$ cat src/rtl/skew_seq_ctrl.sv
// skew_seq_ctrl: paces a burst of beats into the NTT lane skew buffer and holds
// extend until the staggered lanes have drained, then pulses done.
module skew_seq_ctrl #(
  parameter int MAX_DEPTH = 7,
  parameter int DATA_GAP  = 0,
  parameter int CNT_W     = 10
) (
  input  logic             clk,
  input  logic             rst_n,
  input  logic             start,
  input  logic [CNT_W-1:0] beats,
  input  logic             abort,
  input  logic             src_valid,
  output logic             src_ready,
  output logic             dly_valid_in,
  output logic             dly_extend,
  output logic             busy,
  output logic             done,
  output logic             err_busy,
  output logic [CNT_W-1:0] beat_cnt
);
  localparam int F = MAX_DEPTH * (DATA_GAP + 1);
  localparam logic [7:0] GAP_LAST = 8'(DATA_GAP > 0 ? DATA_GAP - 1 : 0);
  localparam logic [7:0] FL_LAST  = 8'(F > 0 ? F - 1 : 0);
  typedef enum logic [1:0] {IDLE, FEED, GAP, FLUSH} state_t;
  state_t           state;
  logic [CNT_W-1:0] rem;
  logic [7:0]       cnt;
  logic             accept;
  assign busy         = state != IDLE;
  assign src_ready    = state == FEED;
  assign dly_extend   = busy;
  assign accept       = src_ready & src_valid;
  assign dly_valid_in = accept;
  always_ff @(posedge clk or negedge rst_n) begin
    if (!rst_n) begin
      state    <= IDLE;
      rem      <= '0;
      cnt      <= '0;
      beat_cnt <= '0;
      done     <= 1'b0;
      err_busy <= 1'b0;
    end else begin
      done     <= 1'b0;
      err_busy <= start & busy;
      if (abort) begin
        // a beat accepted in the abort cycle already reached the buffer
        state <= IDLE;
        rem   <= '0;
        cnt   <= '0;
        if (accept) beat_cnt <= beat_cnt + 1'b1;
      end else begin
        case (state)
          IDLE: if (start) begin
            beat_cnt <= '0;
            if (beats == '0) done <= 1'b1;
            else begin
              rem   <= beats;
              state <= FEED;
            end
          end
          FEED: if (accept) begin
            beat_cnt <= beat_cnt + 1'b1;
            rem      <= rem - 1'b1;
            cnt      <= '0;
            if (rem == CNT_W'(1)) begin
              if (F > 0) state <= FLUSH;
              else begin
                state <= IDLE;
                done  <= 1'b1;
              end
            end else if (DATA_GAP > 0) state <= GAP;
          end
          GAP: if (cnt == GAP_LAST) begin
            state <= FEED;
            cnt   <= '0;
          end else cnt <= cnt + 1'b1;
          FLUSH: if (cnt == FL_LAST) begin
            state <= IDLE;
            cnt   <= '0;
            done  <= 1'b1;
          end else cnt <= cnt + 1'b1;
          default: state <= IDLE;
        endcase
      end
    end
  end
endmodule

$ cat config.mk
export PLATFORM = sky130hd
export DESIGN_NAME = skew_seq_ctrl
export DESIGN_NICKNAME = d
export VERILOG_FILES = /design/src/rtl/skew_seq_ctrl.sv
export SDC_FILE = /design/constraint.sdc
export NUM_CORES = 1
export LEC_CHECK = 0
export ABC_AREA = 0
export CAP_MARGIN = 40
export CORE_MARGIN = 2
export CORE_UTILIZATION = 49
export DETAILED_ROUTE_END_ITERATION = 10
export PLACE_DENSITY = 0.76
export REMOVE_ABC_BUFFERS = 1
export SYNTH_ARGS = -nofsm -noshare
export SYNTH_HDL_FRONTEND = slang
export SYNTH_SLANG_ARGS = --single-unit
export TNS_END_PERCENT = 30
$ cat constraint.sdc
create_clock -name clk -period 1.8 [get_ports clk]
set_clock_uncertainty 0.05 [all_clocks]
set_input_delay 0.27 -clock clk [delete_from_list [all_inputs] [get_ports clk]]
set_output_delay 0.27 -clock clk [all_outputs]
set_load 0.005 [all_outputs]
==> qor.yml <==
gp_congestion: 0.876
clock_latency_ps: 290
vias_per_cell: 5.82
synth_edf_count: 0
drive_above_1_share: 0.318
core_um2: 4000
stdcell_area_um2: 2960
multi_input_area_um2: 1290
hold_ws_ps: 325
cp-start-kind: "flop"
routedWlPerCell_um: 15.9
tns_ps: -1350
clk_path_buf_depth: 2
max_cap_viol_count: 0
grt_max_degree: 33
path_clk_slew_ps: 70
grt_pass1_vias: 1917
setup_viol: 20
hold_buffers: 0
leakage_nw: 1.36
worst_slack_ps: -166
initial_utilization: 0.512
drc: 0
post-route-period-util: 1.09
regArea_um2: 801
die_x_um: 68.7
async_reset_ff_frac: 1.00
cts_buffers: 5
critPathMaxFanout: 5
ir_drop_v: 0.000634
cp.required_ps: 1930
drtIter0Drc: 137
ios: 31
area_growth_pct: 44.3
grtUsageTotal: 0.251
cts_root_buf: "clkbuf_8"
vias: 2031
portBuffers: 30
worstHoldPathType: "input port to async pin"
die_area_um2: 4720
syn_avg_cell_area_um2: 9.32
end_kind: "flop"
fp-row-count: 23
die_y_um: 68.7
synthCells: 220
synth_seq_cells: 32
grt_setup_unrepaired: "true"
ys.flop_type: "dfrtp_1"
fmaxAchievable_ghz: 0.509
slew_viol_final: 0
dp_hpwl_um: 3620
fillCellCount: 292
p_per_area_nw_per_um2: 1160
seq_area_frac_synth: 0.391
synth.cell_area_um2: 2050
grt.overflow.total: 0
antenna_found_initial: 0
fin_crit_ps: 1970
antenna_left: 0
n_antenna_cell: 0
place_area_um2: 2650
yosysWarnings: 0
clock_sinks: 32
failed_checks: "negative setup slack"
worstSetupPathType: "flop to flop"
cts_tree: "yes"
status: "finished, violations left"
critPathArrivalTime_ps: 2090
wl_um: 5550
hold_violations: 0
final_nets: 325
slew_headroom: 0.691
cts-htree-levels: 2
drtPass1Iterations: 5
synth_cell_types: 46
grt_pass1_wl_um: 8680
fin_util: 0.739
timing_worst_slew_pin_value_ps: 463
## critical path, stage by stage, from the launching register on
cell	delay [ps]
dfrtp_1	420
buf_6	140
ha_4	170
nor2b_4	140
buf_4	150
nor2_1	130
nand4_1	180
a21oi_2	160
mux2_2	340
## placed cells by master, fill, tap and decap left out, drive strengths merged, types with 4 or more instances in the layout
master,netlist,final
nor2b,12,12
and3,5,5
a21oi,7,7
nand3,6,6
nor2,25,25
clkbuf,3,8
nor3,4,4
o21ai,24,25
nand2,14,14
a22o,6,6
dfrtp,32,32
nand4,7,7
nor4,6,6
mux2i,4,4
a31oi,4,4
ha,11,11
buf,3,47
inv,15,15
clkdlybuf4s50,0,26
## flip-flops by register name (all words and copies together) (netlist names)
register and cells:
beat_cnt 10, rem 10, cnt 8, state 2, done 1, err_busy 1
## through the flow
stage               power, W  std cells  setup slack (ps)
floorplan            0.00185        214              -394
global placement     0.00251        331              -331
detailed placement   0.00255        331              -402
CTS                  0.00328        342              -102
global route         0.00366        349              -249
finish               0.00343        349              -166
## area by class of cell
type,instances,area share
Multi-Input combinational cell,168,0.438
Sequential cell,32,0.271
Timing Repair Buffer,77,0.225
Clock buffer,6,0.0245
Tap cell,50,0.0212
Inverter,15,0.0190
Clock inverter,1,0.00169
## path summary, 6_finish.rpt
check / cells past startpoint / from / end / slack (ps)
worst max-delay path: 8 / state[0] / state[0] / -170
worst min-delay path: 2 / rst_n / cnt[1] / 330
worst max register to register: 8 / state[0] / state[0] / -170
worst min register to register: 2 / rem[8] / rem[8] / 490
max in group asynchronous: 2 / rst_n / state[1] / 1060
min in group clk: 2 / rem[8] / rem[8] / 490
## cells in the mapped netlist, drive strengths merged (4+ instances only)
cell type,n,area share
a21oi,7,0.017
a31oi,4,0.012
ha,11,0.067
nor3,4,0.0098
and3,5,0.015
nand2,14,0.026
nand3,6,0.015
dfrtp,32,0.39
inv,15,0.027
nand4,7,0.024
a22o,6,0.026
mux2i,4,0.020
o21ai,24,0.064
nor2,25,0.051
nor2b,12,0.044
nor4,6,0.027
## per-layer routing
metal,track usage,vias to the layer above,wire length [um]
li1,-,961,-
met1,0.317,966,2330
met2,0.410,91,2790
met3,0.0601,13,323
met4,0.105,0,111
met5,0,-,0
## kinds of logic (layout without fill, tap and decap cells)
family	Yosys count	count (layout)	share of synthesized area
adder cells (fa/ha/maj)	11	11	0.0672
XOR/XNOR	6	6	0.0256
AND/OR/NAND/NOR	88	88	0.248
multiplexers	6	6	0.0305
flip-flops	32	32	0.391
buffers and inverters	21	99	0.0476
AO/OA/AOI/OAI	56	57	0.190
## power by group
| group | switching [W] | internal, W | total [W] |
|---|---|---|---|
| registers | 0.000151 | 0.000867 | 0.00102 |
| clock network | 0.000268 | 0.000263 | 0.000531 |
| logic | 0.000949 | 0.000931 | 0.00188 |
## timing repair
| action | CTS | global route |
|---|---|---|
| hold endpoints to repair | 0 | 0 |
| pin swaps | 11 | 9 |
| cloned | 1 | 0 |
| endpoints found under the setup margin | 28 | 30 |
| setup buffers | 3 | 7 |
| resized for setup | 32 | 29 |
(Power assumes the default switching activity.)
